## src/rtl/sdrc_wb_mport_arb.sv

```systemverilog
// Multi-port Wishbone classic front end for sdrc_core: arbitrates NPORT single-beat
// slave ports (round-robin or fixed priority) onto the single app request/data interface.
module sdrc_wb_mport_arb #(
  parameter int unsigned NPORT  = 4,
  parameter int unsigned APP_AW = 26,
  parameter int unsigned DW     = 32,
  parameter int unsigned BL     = 9
) (
  input  logic                      wb_clk_i,
  input  logic                      wb_rst_i,
  input  logic                      cfg_arb_mode,
  input  logic [NPORT-1:0]          cfg_port_en,
  input  logic [NPORT-1:0]          wb_cyc_i,
  input  logic [NPORT-1:0]          wb_stb_i,
  input  logic [NPORT-1:0]          wb_we_i,
  input  logic [NPORT*APP_AW-1:0]   wb_addr_i,
  input  logic [NPORT*DW-1:0]       wb_dat_i,
  input  logic [NPORT*(DW/8)-1:0]   wb_sel_i,
  output logic [NPORT-1:0]          wb_ack_o,
  output logic [NPORT*DW-1:0]       wb_dat_o,
  output logic                      app_req,
  output logic [APP_AW-1:0]         app_req_addr,
  output logic [BL-1:0]             app_req_len,
  output logic                      app_req_wr_n,
  input  logic                      app_req_ack,
  output logic [DW-1:0]             app_wr_data,
  output logic [DW/8-1:0]           app_wr_en_n,
  input  logic                      app_wr_next_req,
  input  logic [DW-1:0]             app_rd_data,
  input  logic                      app_rd_valid,
  output logic                      arb_busy,
  output logic [$clog2(NPORT)-1:0]  arb_grant
);

  localparam int unsigned SW = DW / 8;
  localparam int unsigned GW = $clog2(NPORT);

  localparam logic [2:0] ST_IDLE = 3'd0;
  localparam logic [2:0] ST_REQ  = 3'd1;
  localparam logic [2:0] ST_WR   = 3'd2;
  localparam logic [2:0] ST_RD   = 3'd3;
  localparam logic [2:0] ST_ACK  = 3'd4;

  logic [2:0]        state, state_nxt;
  logic [GW-1:0]     grant_nxt, rr_ptr, rr_ptr_nxt, win;
  logic              cyc_lost, cyc_lost_nxt;
  logic              app_req_nxt, wr_n_nxt, rd_cap;
  logic [APP_AW-1:0] addr_nxt;
  logic [DW-1:0]     wdata_nxt;
  logic [SW-1:0]     en_n_nxt;
  logic [NPORT-1:0]  ack_nxt, pending;
  logic              grant_cyc;

  logic [APP_AW-1:0] port_addr [NPORT];
  logic [DW-1:0]     port_dat  [NPORT];
  logic [SW-1:0]     port_sel  [NPORT];
  logic [DW-1:0]     rdat_q    [NPORT];

  for (genvar p = 0; p < NPORT; p++) begin : g_port
    assign port_addr[p]          = wb_addr_i[p*APP_AW +: APP_AW];
    assign port_dat[p]           = wb_dat_i[p*DW +: DW];
    assign port_sel[p]           = wb_sel_i[p*SW +: SW];
    assign wb_dat_o[p*DW +: DW]  = rdat_q[p];
  end

  // First requesting port at or above base, wrapping; base 0 gives fixed priority.
  function automatic logic [GW-1:0] pick_winner(input logic [NPORT-1:0] req,
                                                 input logic [GW-1:0]    base);
    logic [GW-1:0] w;
    logic          found;
    int unsigned   k;
    w     = '0;
    found = 1'b0;
    for (int unsigned i = 0; i < NPORT; i++) begin
      k = (32'(base) + i) % NPORT;
      if (!found && req[GW'(k)]) begin
        w     = GW'(k);
        found = 1'b1;
      end
    end
    return w;
  endfunction

  assign pending     = wb_cyc_i & wb_stb_i & cfg_port_en;
  assign win         = pick_winner(pending, cfg_arb_mode ? '0 : rr_ptr);
  assign grant_cyc   = wb_cyc_i[arb_grant];
  assign app_req_len = BL'(1);

  always_comb begin : p_next
    state_nxt    = state;
    grant_nxt    = arb_grant;
    rr_ptr_nxt   = rr_ptr;
    cyc_lost_nxt = cyc_lost;
    app_req_nxt  = app_req;
    addr_nxt     = app_req_addr;
    wr_n_nxt     = app_req_wr_n;
    wdata_nxt    = app_wr_data;
    en_n_nxt     = app_wr_en_n;
    ack_nxt      = '0;
    rd_cap       = 1'b0;
    case (state)
      ST_IDLE: begin
        cyc_lost_nxt = 1'b0;
        if (|pending) begin
          state_nxt   = ST_REQ;
          grant_nxt   = win;
          app_req_nxt = 1'b1;
          addr_nxt    = port_addr[win];
          wr_n_nxt    = ~wb_we_i[win];
          wdata_nxt   = port_dat[win];
          en_n_nxt    = wb_we_i[win] ? ~port_sel[win] : '1;
        end
      end
      ST_REQ: begin
        // Core acceptance takes precedence over a simultaneous cyc drop.
        if (app_req_ack) begin
          app_req_nxt = 1'b0;
          state_nxt   = app_req_wr_n ? ST_RD : ST_WR;
        end else if (!grant_cyc) begin
          app_req_nxt = 1'b0;
          state_nxt   = ST_IDLE;
        end
      end
      ST_WR: begin
        cyc_lost_nxt = cyc_lost | ~grant_cyc;
        if (app_wr_next_req) begin
          state_nxt          = ST_ACK;
          ack_nxt[arb_grant] = ~cyc_lost_nxt;
        end
      end
      ST_RD: begin
        cyc_lost_nxt = cyc_lost | ~grant_cyc;
        if (app_rd_valid) begin
          state_nxt          = ST_ACK;
          rd_cap             = 1'b1;
          ack_nxt[arb_grant] = ~cyc_lost_nxt;
        end
      end
      ST_ACK: begin
        state_nxt  = ST_IDLE;
        rr_ptr_nxt = (arb_grant == GW'(NPORT - 1)) ? '0 : arb_grant + GW'(1);
      end
      default: state_nxt = ST_IDLE;
    endcase
  end

  always_ff @(posedge wb_clk_i) begin : p_regs
    if (wb_rst_i) begin
      state        <= ST_IDLE;
      arb_grant    <= '0;
      rr_ptr       <= '0;
      cyc_lost     <= 1'b0;
      app_req      <= 1'b0;
      app_req_addr <= '0;
      app_req_wr_n <= 1'b1;
      app_wr_data  <= '0;
      app_wr_en_n  <= '1;
      wb_ack_o     <= '0;
      arb_busy     <= 1'b0;
      rdat_q       <= '{default: '0};
    end else begin
      state        <= state_nxt;
      arb_grant    <= grant_nxt;
      rr_ptr       <= rr_ptr_nxt;
      cyc_lost     <= cyc_lost_nxt;
      app_req      <= app_req_nxt;
      app_req_addr <= addr_nxt;
      app_req_wr_n <= wr_n_nxt;
      app_wr_data  <= wdata_nxt;
      app_wr_en_n  <= en_n_nxt;
      wb_ack_o     <= ack_nxt;
      arb_busy     <= (state_nxt != ST_IDLE);
      if (rd_cap) rdat_q[arb_grant] <= app_rd_data;
    end
  end

endmodule

```

## config.mk

```make
export PLATFORM = sky130hd
export DESIGN_NAME = sdrc_wb_mport_arb
export DESIGN_NICKNAME = d
export VERILOG_FILES = /design/src/rtl/sdrc_wb_mport_arb.sv
export SDC_FILE = /design/constraint.sdc
export NUM_CORES = 1
export LEC_CHECK = 0
export ABC_AREA = 1
export ABC_CLOCK_PERIOD_IN_PS = 2370
export BUFFER_PORTS_ARGS = -buffer_cell sky130_fd_sc_hd__buf_2
export CAP_MARGIN = 5
export CORE_AREA = 3 3 198 200
export CTS_BUF_LIST = sky130_fd_sc_hd__clkbuf_16
export CTS_CLUSTER_SIZE = 30
export DETAILED_ROUTE_END_ITERATION = 8
export DIE_AREA = 0 0 201 203
export GPL_TIMING_DRIVEN = 0
export PLACE_DENSITY_LB_ADDON = 0.25
export SLEW_MARGIN = 5
export SYNTH_ARGS = -nofsm -noshare
export SYNTH_HDL_FRONTEND = slang
export SYNTH_SLANG_ARGS = --single-unit
export TNS_END_PERCENT = 50
```

## constraint.sdc

```tcl
create_clock -name wb_clk_i -period 2.37 [get_ports wb_clk_i]
set_clock_uncertainty 0.05 [all_clocks]
set_input_delay 0.1185 -clock wb_clk_i [delete_from_list [all_inputs] [get_ports wb_clk_i]]
set_output_delay 0.1185 -clock wb_clk_i [all_outputs]
set_load 0.005 [all_outputs]
```

==> results by group <==
Finish
  • Design area: 17000 µm²
  • Most frequent cells in the layout: buf_2 (511), nor2_1 (377), nand2_1 (341)
  • Layout cells sized above 1: 0.265
  • Layout fillers: 3901
  • Nets: around 2700
  • Layout area overhead: 67.5%
  • Leading cell type in the layout, fill and taps excluded: buf_2
  • Post-route insts no fill: 2931

STA
  • Slew @ Worst Pin: 0.738 ns
  • Hold_ws: ~0.014 ns
  • Slew headroom: 0.508
  • Fin crit share: 1.00
  • Max-slew violations: 0
  • Fin crit period: 2.38 ns
  • Final hold vios: 0
  • RSZ-0062 raised after global routing: true
  • Setup-failing EPs final: 1
  • Final WS setup: -0.00719 ns
  • Fmax: 0.421 GHz

Critical path
  • CP top delay family: simple AND/OR/NAND/NOR gates
  • CP Max Fanout: 7
  • Critical path buffers and inverters: 5
  • CP startpoint kind: register
  • Worst Setup SP: rr_ptr[0]
  • CP Class: reg2reg
  • Max stage delay cell, worst path: dfxtp_4
  • R2R Setup Slk: -0.007 ns
  • Max incr delay on CP: 0.38 ns
  • WP data required: between 2 and 3 ns
  • Worst EP arrival: around 2.7 ns
  • Crit path cell chain: inv_4 -> nor2_4 -> nand2_2 -> nand3_2 -> nand2_2 -> nor2_2 -> nand4_1 -> buf_4 -> nand2_8 -> buf_12 -> buf_8 -> nand2_1 -> o211ai_1 -> nand3_1 -> nand2_1 -> inv_1
  • R2R Path End: app_req_addr[11]
  • Setup crit end kind: register
  • RR Startpoint: rr_ptr[0]
  • Depth of the worst register-to-register path: 16

CTS
  • Clk sink count: 205
  • CTS HTree Levels: 1
  • Clk Latency, worst-skew pair: ~0.52 ns
  • Worst-path clk slew: 0.06 ns
  • Root Driver: clkbuf_16
  • CTS tree: yes
  • Clk buf depth: 3
  • Num CTS Buffers: 25

Power
  • PD cells: 557 nW/µm²
  • Max VDD drop: 0.430 mV
  • Leakage dissipation: between 0.009 and 0.01 µW
  • Total Power: 9470 µW

Placement
  • Placed instance area: 13300 µm²
  • DP Cell Count: 2620
  • Placement Setup Slack: -0.339 ns
  • Number of buffers added on ports: 500
  • RD Place Congestion: 0.941
  • Hpwl dp: 38200 µm

Synthesis
  • Sequential area share after synthesis: 0.405
  • Netlist cell types: 27
  • Cells after synthesis: 1602
  • Count of yosys warnings during synthesis: 0
  • Post-Syn Area: 10100 µm²
  • Yosys reg bits: 205
  • Predominant post-synthesis flop cell: dfxtp_1
  • EDFF count, synth: 0
  • Async set or reset register ratio after synthesis: 0
  • Syn Area/Cell: approximately 6.3 µm²

Global route
  • Grt ovf: 0
  • Initial antenna violation count: 10
  • First-pass GRT wire length: 77800 µm
  • Gr usage total: 0.238
  • Pin count of the biggest net entering global routing: 16
  • Vias in the first global route: 13552

Floorplanning
  • FP Rows: slightly above 70
  • Die area: 40800 µm²
  • Core area: ~38000 µm²
  • Starting Density: 0.270
  • Die Ht: 203 µm
  • Die Wd: 201 µm
  • Boundary Pins: 510

Drt
  • Via count: about 14000
  • Metal-1 WL: 20500 µm
  • Routed WL per cell: approximately 18 µm
  • Drt pass-1 iters: 8
  • DR WL met2: 25100 µm
  • Max layer used: met4
  • DRC viols: 0
  • Met3 wire length: 4500 µm
  • Overall routed net length: 52400 µm
  • Vias per cell: 4.71
  • Final ANT Viol Nets: 0
  • Initial drt markers: between 900 and 1000

Outcome
  • Outcome: finished, violations left
  • Violated checks: negative setup slack

Worst hold path
  • Class of the worst hold path: in2reg
  • Endpoint, Worst Hold: app_wr_en_n[0]
  • Hold path depth: 6
  • Hold Startpoint: wb_sel_i[4]

Flow run
  • Max cap viols: 0
-- repair_timing --
action                                  4_1_cts  5_1_grt
resized for setup                            12      117
pin swaps                                     1       31
setup buffers                                 2        9
endpoints found under the setup margin       64      170
endpoints found under the hold margin       195        0
hold buffers                                245        0
gates cloned                                  0        3
-- layer usage --
layer  GRT usage  vias to the layer above
met5           0                        -
met4      0.0951                        0
met3      0.0622                      160
met2       0.422                      681
met1       0.273                     6340
li1            -                     6625
-- report_power, final --
group	switching, µW	leakage (µW)	total, µW	internal (µW)
logic	1260	0.00710	2310	1050
clock network	1530	0.000372	3430	1890
registers	103	0.00167	3730	3620
-- flip-flops by register name (all words and copies together) (netlist names) --
name / cells
arb_busy: 1
rr_ptr: 2
arb_grant: 2
app_wr_en_n: 4
app_req_wr_n: 1
wb_dat_o: 128
app_req: 1
app_wr_data: 32
wb_ack_o: 4
cyc_lost: 1
app_req_addr: 26
state: 3
-- Yosys cell counts, types with 2 or more instances --
cell	number	area (µm²)
nand2_2	4	25.0
buf_1	8	30.0
ha_1	4	50.1
nor2_1	382	1430
nand3_1	154	771
buf_4	12	90.1
o211ai_1	61	458
clkbuf_1	59	221
nand4_1	5	31.3
inv_2	3	11.3
buf_2	36	180
dfxtp_1	205	4100
conb_1	2	7.51
a21oi_1	11	55.1
o21ai_0	132	661
inv_1	150	563
nand2_1	357	1340
nor3_1	8	40.0
-- worst reg2reg max path, stage by stage, from the launching register on --
cell	delay (ns)
dfxtp_4	0.38
inv_4	0.05
nor2_4	0.17
nand2_2	0.11
nand3_2	0.10
nand2_2	0.10
nor2_2	0.15
nand4_1	0.10
buf_4	0.18
nand2_8	0.09
buf_12	0.16
buf_8	0.14
nand2_1	0.06
o211ai_1	0.09
nand3_1	0.17
nand2_1	0.12
inv_1	0.05
-- cells by family (layout without fill, tap and decap cells) --
logic type,after synthesis,count (layout),share of synthesized area
AND/OR/NAND/NOR,913,913,0.362
buffers and inverters,269,1069,0.108
AO/OA/AOI/OAI,209,209,0.120
flip-flops,205,205,0.405
adder cells (fa/ha/maj),4,4,0.00494
other,2,20,0.000741
-- worst max path at each step --
stage	slack [ns]	endpoint	cells past startpoint
2_1_floorplan	0.43	app_req_addr[21]	17
3_3_place_gp	-0.33	app_req_addr[23]	15
3_5_place_dp	-0.34	app_req_addr[23]	15
4_1_cts	-0.04	app_req_addr[11]	15
5_1_grt	-0.11	app_req_addr[14]	17
6_report	-0.007	app_req_addr[11]	16
-- layout make-up --
type,count,area [µm²],area share
inverters,154,581,0.0342
diodes,11,27.5,0.00162
repair buffers,759,5130,0.302
clock buffers,25,626,0.0368
multi-input cells,1135,5100,0.300
clock inverters,18,78.8,0.00464
well taps,511,639,0.0376
plain buffers,113,697,0.0410
flip-flops and latches,205,4110,0.242
-- stage by stage --
| stage | TNS, ns | utilization |
|---|---|---|
| final | -0.00719 | 0.452 |
| after global routing | -2.75 | 0.452 |
| after CTS | -0.0632 | 0.439 |
| after detailed placement | -10.43 | 0.354 |
| after global placement | -9.65 | 0.354 |
| after floorplan | 0 | - |
(Power assumes the default switching activity.)
